==> src/rtl/jk_cmd_sequencer.sv <==
// Queues J/K commands and drives a jkff for cnt+1 cycles each, checking fed-back q against an internal JK model.
// j/k move one edge after a command lands in an empty FIFO; cmd_ready drops only while the FIFO is full.
module jk_cmd_fifo #(
  parameter int W     = 6,
  parameter int DEPTH = 4
) (
  input  logic         clk,
  input  logic         reset,
  input  logic         wr_vld,
  output logic         wr_rdy,
  input  logic [W-1:0] wr_dat,
  output logic         rd_vld,
  input  logic         rd_rdy,
  output logic [W-1:0] rd_dat
);
  localparam int AW = $clog2(DEPTH);

  logic [W-1:0] mem [DEPTH];
  logic [AW:0]  wr_ptr;
  logic [AW:0]  rd_ptr;
  logic         full;
  logic         empty;

  // Extra pointer bit separates full from empty when the index bits match.
  assign empty  = (wr_ptr == rd_ptr);
  assign full   = (wr_ptr[AW] != rd_ptr[AW]) && (wr_ptr[AW-1:0] == rd_ptr[AW-1:0]);
  assign wr_rdy = !full;
  assign rd_vld = !empty;
  assign rd_dat = mem[rd_ptr[AW-1:0]];

  always_ff @(posedge clk) begin
    if (wr_vld && wr_rdy) begin
      mem[wr_ptr[AW-1:0]] <= wr_dat;
    end
  end

  always_ff @(posedge clk) begin
    if (!reset) begin
      wr_ptr <= '0;
      rd_ptr <= '0;
    end else begin
      if (wr_vld && wr_rdy) wr_ptr <= wr_ptr + 1'b1;
      if (rd_vld && rd_rdy) rd_ptr <= rd_ptr + 1'b1;
    end
  end
endmodule

module jk_cmd_sequencer #(
  parameter int FIFO_DEPTH = 4,
  parameter int CNT_W      = 4
) (
  input  logic             clk,
  input  logic             reset,
  input  logic             cmd_valid,
  output logic             cmd_ready,
  input  logic [1:0]       cmd_op,
  input  logic [CNT_W-1:0] cmd_cnt,
  output logic             j,
  output logic             k,
  input  logic             q_in,
  output logic             busy,
  output logic             done,
  output logic             err,
  output logic [7:0]       err_cnt
);
  typedef enum logic {IDLE, RUN} state_t;

  state_t             state;
  state_t             state_nxt;
  logic [CNT_W-1:0]   rem;
  logic [CNT_W-1:0]   rem_nxt;
  logic               j_nxt;
  logic               k_nxt;
  logic               pop;
  logic               fifo_vld;
  logic [CNT_W+1:0]   fifo_dat;
  logic               exp_q;
  logic               exp_valid;

  jk_cmd_fifo #(.W(CNT_W + 2), .DEPTH(FIFO_DEPTH)) u_fifo (
    .clk    (clk),
    .reset  (reset),
    .wr_vld (cmd_valid),
    .wr_rdy (cmd_ready),
    .wr_dat ({cmd_op, cmd_cnt}),
    .rd_vld (fifo_vld),
    .rd_rdy (pop),
    .rd_dat (fifo_dat)
  );

  assign busy = (state == RUN);
  assign done = busy && (rem == '0);

  always_comb begin
    state_nxt = state;
    rem_nxt   = rem;
    j_nxt     = j;
    k_nxt     = k;
    pop       = 1'b0;
    case (state)
      IDLE: begin
        j_nxt = 1'b0;
        k_nxt = 1'b0;
        if (fifo_vld) begin
          pop       = 1'b1;
          j_nxt     = fifo_dat[CNT_W+1];
          k_nxt     = fifo_dat[CNT_W];
          rem_nxt   = fifo_dat[CNT_W-1:0];
          state_nxt = RUN;
        end
      end
      RUN: begin
        if (rem != '0) begin
          rem_nxt = rem - 1'b1;
        end else if (fifo_vld) begin
          // Back-to-back commands: reload in the last cycle so there is no idle bubble.
          pop     = 1'b1;
          j_nxt   = fifo_dat[CNT_W+1];
          k_nxt   = fifo_dat[CNT_W];
          rem_nxt = fifo_dat[CNT_W-1:0];
        end else begin
          j_nxt     = 1'b0;
          k_nxt     = 1'b0;
          state_nxt = IDLE;
        end
      end
      default: state_nxt = IDLE;
    endcase
  end

  always_ff @(posedge clk) begin
    if (!reset) begin
      state     <= IDLE;
      rem       <= '0;
      j         <= 1'b0;
      k         <= 1'b0;
      exp_q     <= 1'b0;
      exp_valid <= 1'b0;
      err       <= 1'b0;
      err_cnt   <= '0;
    end else begin
      state <= state_nxt;
      rem   <= rem_nxt;
      j     <= j_nxt;
      k     <= k_nxt;
      // Model advances on the same edge the flip-flop samples the registered j/k.
      exp_q <= (j & ~exp_q) | (~k & exp_q);
      if (j != k) exp_valid <= 1'b1;
      if (exp_valid && (q_in != exp_q)) begin
        err <= 1'b1;
        if (err_cnt != 8'hff) err_cnt <= err_cnt + 8'd1;
      end
    end
  end
endmodule

==> config.mk <==
export PLATFORM = sky130hd
export DESIGN_NAME = jk_cmd_sequencer
export DESIGN_NICKNAME = d
export VERILOG_FILES = /design/src/rtl/jk_cmd_sequencer.sv
export SDC_FILE = /design/constraint.sdc
export NUM_CORES = 1
export LEC_CHECK = 0
export CORE_MARGIN = 10
export CORE_UTILIZATION = 45
export CTS_BUF_LIST = sky130_fd_sc_hd__clkbuf_4 sky130_fd_sc_hd__clkbuf_8 sky130_fd_sc_hd__clkbuf_16
export CTS_CLUSTER_SIZE = 30
export DETAILED_ROUTE_END_ITERATION = 12
export PLACE_DENSITY = 0.63
export SLEW_MARGIN = 20
export SYNTH_ARGS = -nofsm -noshare
export SYNTH_HDL_FRONTEND = slang
export SYNTH_SLANG_ARGS = --single-unit
export TNS_END_PERCENT = 100
==> constraint.sdc <==
create_clock -name clk -period 2.6 [get_ports clk]
set_input_delay 0.26 -clock clk [delete_from_list [all_inputs] [get_ports clk]]
set_output_delay 0.26 -clock clk [all_outputs]
set_load 0.05 [all_outputs]
==> flow_summary.ini, run 1 <==
[timing]
worstMarginPinSlew_ps = 642.8
fin_crit_sh_pct = 83.25
maxSlewHeadroom_pct = 56.95
max_freq_ghz = 0.4620
whs_ps = 491.7
period_needed_ps = 2165
setup_viol = 0
fin_setup_tns_ps = 0
hold_violations = 0
rsz0062_at_grt = no
setup_ws_ps = 435.5
report.final.slew_viol_count = 0
skew_ps = 9.717

[logic_synthesis]
synth-seq-cells = 50
synth_area_sq_um = 2150
ys_top_cells_by_area = edfxtp_1 34%, dfxtp_1 24%, mux4_2 6.3%
synth_top_area_share_pct = 33.53
synth_flop_cell = dfxtp_1
synth.most_common_cell = dfxtp_1
syn-num-nets = 188
synth.avg_cell_area_sq_um = 12.57
ys_types = 41
yosysSeqAreaShare_pct = 57.74
synth_area_leader_cell = edfxtp_1
netlist_instances = 171
yosys_warnings = 0
async_reset_ff_share_pct = 0
synth_common_cells = 26 x dfxtp_1, 24 x edfxtp_1, 15 x nor2_1
synth_edf_count = 24

[critical_path]
required_ps = 2340
crit_fanout = 5
ff2ff_path_depth = 3
crit_type = register to output port
start_kind = register
worstPathArrival_ps = 1900
end_kind = output port

[place]
gp_congestion = 0.8106
numPortBuffers = 23
post-place-ws_ps = 417.5
dp.cells = 246
dp_hpwl_microns = 2962
postPlaceCellArea_sq_um = 2440

[job]
maxCapViolCount = 0

[clocking]
root_buffer = clkbuf_8
ctsLongestPathBuffers = 2
path_clk_slew_ps = 80
cts.sinks = 50
h-tree-depth = 2
clock_latency_ps = 300
post_cts_buffers = 0
cts_tree = built
cts_made_buffers = 5

[final_layout]
diodes = 0
finalNetCount = 216
n_fill_cell = 408
syn2layout_area_growth_pct = 19.79
drive_above_1_share_pct = 9.000
finish.utilization_pct = 55.25
post-route-cell-area_sq_um = 2575
fin_cells = 254

[global_routing]
antenna_found_initial = 0
grt.overflow.total = 0
grt_usage_pct = 10.99
grt_pass1_vias = 1468
grt_start_max_net_pins = 21
grt_pass1_wl_microns = 6782

[power_and_ir_drop]
fin_total_pwr_mw = 2.487
p_leak_nw = 0.9558
power_density_nw_per_um2 = 966.0
peakVddDrop_uv = 503.1

[routing]
drtIter0Drc = 61
drc = 0
vias = 1389
dr.pass1.iters = 4
avgRoutedWirePerCell_microns = 15.89
drt-total-wl_microns = 4035
ant_nets = 0
vias_per_cell = 5.469

[run_status]
status = finished, final reports clean

[floorplanning]
dieArea_sq_um = 7941
core-area_sq_um = 4661
start_util_pct = 46.12
die_h_microns = 89.12
io_pins = 24
die_x_microns = 89.12
fp-row-count = 25

[worst_hold_path]
min_path_cells = 2
hold_path.class = register to register
[layer usage]
metal | global-route usage, % | vias to the layer above | part of all wire [%] | wire length [microns]
met1 | 12.22 | 671 | 43 | 1744
met5 | 0 | - | 0 | 0
met3 | 2.644 | 5 | 4.5 | 181
li1 | - | 686 | - | -
met2 | 19.47 | 27 | 51 | 2051
met4 | 4.769 | 0 | 1.4 | 57
[sequential cells by signal, indices dropped and copies added, names as in the netlist, named ones only]
register       cells
j                  1
exp_q              1
exp_valid          1
k                  1
busy               1
rem                4
u_fifo.rd_ptr      3
err_cnt            8
u_fifo.mem        24
u_fifo.wr_ptr      3
err                1
[power by group]
part	leakage [nW]	internal, mW	switching, mW	total, mW
combinational	0.457	0.354	0.448	0.803
clock	0.0658	0.380	0.235	0.616
sequential	0.433	0.945	0.124	1.07
[placed cells by master, fill, tap and decap left out, drive strengths merged, types with 3 or more instances in the layout]
cell type,n
nand3,8
or4,3
nor2,15
mux4,6
xor2,4
a21oi,7
clkbuf,5
clkdlybuf4s50,22
dfxtp,26
nor3,3
ha,7
and2,7
inv,8
xnor2,6
nand2,10
edfxtp,24
mux2i,7
[cell families after synthesis]
logic type	after synthesis	synth area share, %
DFF	50	57.74
buffers and inverters	12	2.445
xor gates and xnor gates	10	4.424
muxes	13	9.546
and+or+nand+nor	56	13.33
AOI/OAI and AO/OA	23	8.441
adders and majority gates	7	4.074
[repair_timing]
| item | 4_1_cts | 5_1_grt |
|---|---|---|
| endpoints found under the setup margin | 0 | 1 |
| hold buffers | 0 | 0 |
| resized for setup | 0 | 1 |
| hold endpoints to repair | 0 | 0 |
[critical path, stage by stage, from the launching register on]
cell and delay, ps:
dfxtp_1 370, xnor2_1 400, nand3_1 120, clkdlybuf4s50_1 720
[area by class of cell]
type                    count  area [sq um]  area share (%)
clock buffers               5         68.82           2.672
clock inverters             3         63.81           2.478
inverters                   8         30.03           1.166
multi-input cells         109         855.8           33.24
flip-flops and latches     50          1241           48.20
well taps                  54         67.56           2.624
repair buffers             25         247.7           9.621
[final timing paths]
path | start | endpoint | slack, ps
setup / recovery | u_fifo.wr_ptr[0]$_SDFFE_PN0P_ | cmd_ready | 440
hold / removal | err$_SDFFE_PN0P_ | err$_SDFFE_PN0P_ | 490
setup reg to reg | u_fifo.wr_ptr[1]$_SDFFE_PN0P_ | u_fifo.mem[0][4]$_DFFE_PP_ | 610
hold reg to reg | err$_SDFFE_PN0P_ | err$_SDFFE_PN0P_ | 490
Power figures use the tool's default switching activity.
==> run 2: changes to the inputs <==
--- a/config.mk
+++ b/config.mk
@@ -10,7 +10,7 @@
 export CTS_BUF_LIST = sky130_fd_sc_hd__clkbuf_4 sky130_fd_sc_hd__clkbuf_8 sky130_fd_sc_hd__clkbuf_16
 export CTS_CLUSTER_SIZE = 30
 export DETAILED_ROUTE_END_ITERATION = 12
-export PLACE_DENSITY = 0.63
+export PLACE_DENSITY = 0.66
 export SLEW_MARGIN = 20
 export SYNTH_ARGS = -nofsm -noshare
 export SYNTH_HDL_FRONTEND = slang
==> constraint.sdc (replaced) <==
create_clock -name clk -period 1.75 [get_ports clk]
set_input_delay 0.175 -clock clk [delete_from_list [all_inputs] [get_ports clk]]
set_output_delay 0.175 -clock clk [all_outputs]
set_load 0.05 [all_outputs]
==> flow_summary.ini, run 2 (synthesized netlist as in run 1, its figures left out) <==
[global_routing]
grt_pass1_wl_microns = 6762
grt_usage_pct = 10.90
antenna_found_initial = 0
grt.overflow.total = 0
grt_start_max_net_pins = 21
grt_pass1_vias = 1550

[critical_path]
end_kind = output port
crit_type = register to output port
required_ps = 1570
worstPathArrival_ps = 1520
worst_r2r_endpoint = rem[3]$_SDFF_PN0_
cpPeakStageDelay_ps = 420
crit_fanout = 4
ff2ff_path_depth = 6
start_kind = register
r2r_slack_ps = 90
r2r_start = rem[0]$_SDFF_PN0_
cp_slowest_cell = or3b_4
path_cells = inv_2 -> ha_4 -> or3b_4 -> nor2_4 -> buf_12

[clocking]
h-tree-depth = 2
clock_latency_ps = 300
ctsLongestPathBuffers = 2
cts.sinks = 50
cts_made_buffers = 5
root_buffer = clkbuf_8
cts_tree = built
path_clk_slew_ps = 90

[power_and_ir_drop]
p_leak_nw = 1.041
fin_total_pwr_mw = 3.632
power_density_nw_per_um2 = 1364
peakVddDrop_uv = 557.7

[timing]
hold_violations = 0
period_needed_ps = 1692
skew_ps = 4.429
rsz0062_at_grt = no
whs_ps = 482.0
setup_viol = 0
max_freq_ghz = 0.5911
fin_crit_sh_pct = 96.67
maxSlewHeadroom_pct = 66.17
report.final.slew_viol_count = 0
worstMarginPinSlew_ps = 506.6
fin_setup_tns_ps = 0

[routing]
dr.pass1.iters = 4
drt-total-wl_microns = 3969
vias = 1440
drtIter0Drc = 115
drc = 0
avgRoutedWirePerCell_microns = 14.98
ant_nets = 0
vias_per_cell = 5.434

[floorplanning]
io_pins = 24
fp-row-count = 25
dieArea_sq_um = 7941
start_util_pct = 46.12
core-area_sq_um = 4661
die_h_microns = 89.12
die_x_microns = 89.12

[final_layout]
largest_reg_flops = 24
drive_above_1_share_pct = 24.64
layout_common_cells = 24 x edfxtp_1, 23 x dfxtp_1, 22 x buf_4
syn2layout_area_growth_pct = 23.86
fin_cells = 265
multi_input_area_sq_um = 899.6
post-route-cell-area_sq_um = 2663
seqCellArea_sq_um = 1245
mostFrequentLayoutCell = edfxtp_1
n_fill_cell = 377
finalNetCount = 227
diodes = 0

[worst_hold_path]
min_from = err$_SDFFE_PN0P_
hold-path-endpoint = err$_SDFFE_PN0P_
min_path_cells = 2
hold_path.class = register to register

[job]
maxCapViolCount = 0

[place]
numPortBuffers = 23
gp_congestion = 0.8261
dp.cells = 253
dp_hpwl_microns = 2958
postPlaceCellArea_sq_um = 2494

[run_status]
status = finished, final reports clean
-- run 2: cell count changes in the layout (fill, tap and decap cells not counted), moves of 3 or more --
cell | before | now
buf_4 | 2 | 22
dfxtp_2 | 0 | 3
dfxtp_1 | 26 | 23
clkdlybuf4s50_1 | 22 | 10
-- run 2: report_power, final --
part           total [mW]  switching [mW]  leakage (nW)  internal, mW
logic                1.40           0.730         0.563         0.668
clock network       0.652           0.371        0.0441         0.281
registers            1.58           0.175         0.434          1.41
-- run 2: worst max-delay path by stage --
stage / from / end / slack (ps)
2_1_floorplan: err_cnt[3]$_SDFFE_PN0P_ / err_cnt[7]$_SDFFE_PN0P_ / -10
3_3_place_gp: q_in / err_cnt[5]$_SDFFE_PN0P_ / -5
3_5_place_dp: q_in / err_cnt[7]$_SDFFE_PN0P_ / -20
4_1_cts: u_fifo.wr_ptr[1]$_SDFFE_PN0P_ / u_fifo.mem[2][1]$_DFFE_PP_ / 20
5_1_grt: rem[0]$_SDFF_PN0_ / done / 4
6_report: rem[0]$_SDFF_PN0_ / done / 60
-- run 2: cell type report --
| class | count | area share (%) |
|---|---|---|
| Clock buffer | 5 | 2.585 |
| Clock inverter | 3 | 0.7989 |
| Inverter | 8 | 1.128 |
| Multi-Input combinational cell | 109 | 33.79 |
| Sequential cell | 50 | 46.76 |
| Tap cell | 54 | 2.538 |
| Timing Repair Buffer | 36 | 12.41 |
-- run 2: layer usage --
layer | GRT usage, % | up-vias | wire [microns]
met5 | 0 | - | 0
met4 | 6.358 | 0 | 80
met3 | 3.555 | 9 | 206
li1 | - | 704 | -
met1 | 11.84 | 701 | 1660
met2 | 18.22 | 26 | 2020
-- run 2: metrics by stage --
| step | utilization, % | setup WS, ps |
|---|---|---|
| floorplan | - | -12.71 |
| global placement | 53.50 | -4.620 |
| detailed placement | 53.50 | -21.67 |
| finish | 57.13 | 58.32 |
| CTS | 56.24 | 19.33 |
| global route | 57.13 | 3.752 |
-- run 2: worst max-delay path: cells and delay by family (launching register included) --
| family | cells | cell delay, ps |
|---|---|---|
| fa+ha+maj | 1 | 140 |
| buf+inv | 2 | 210 |
| flops | 1 | 330 |
| simple gates | 2 | 540 |
-- run 2: timing repair --
item,in CTS,in global routing
pin swaps,2,2
resized for setup,8,5
endpoints found under the hold margin,0,0
cloned,0,0
buffers inserted,2,2
hold buffers,0,0
setup endpoints to repair,4,32
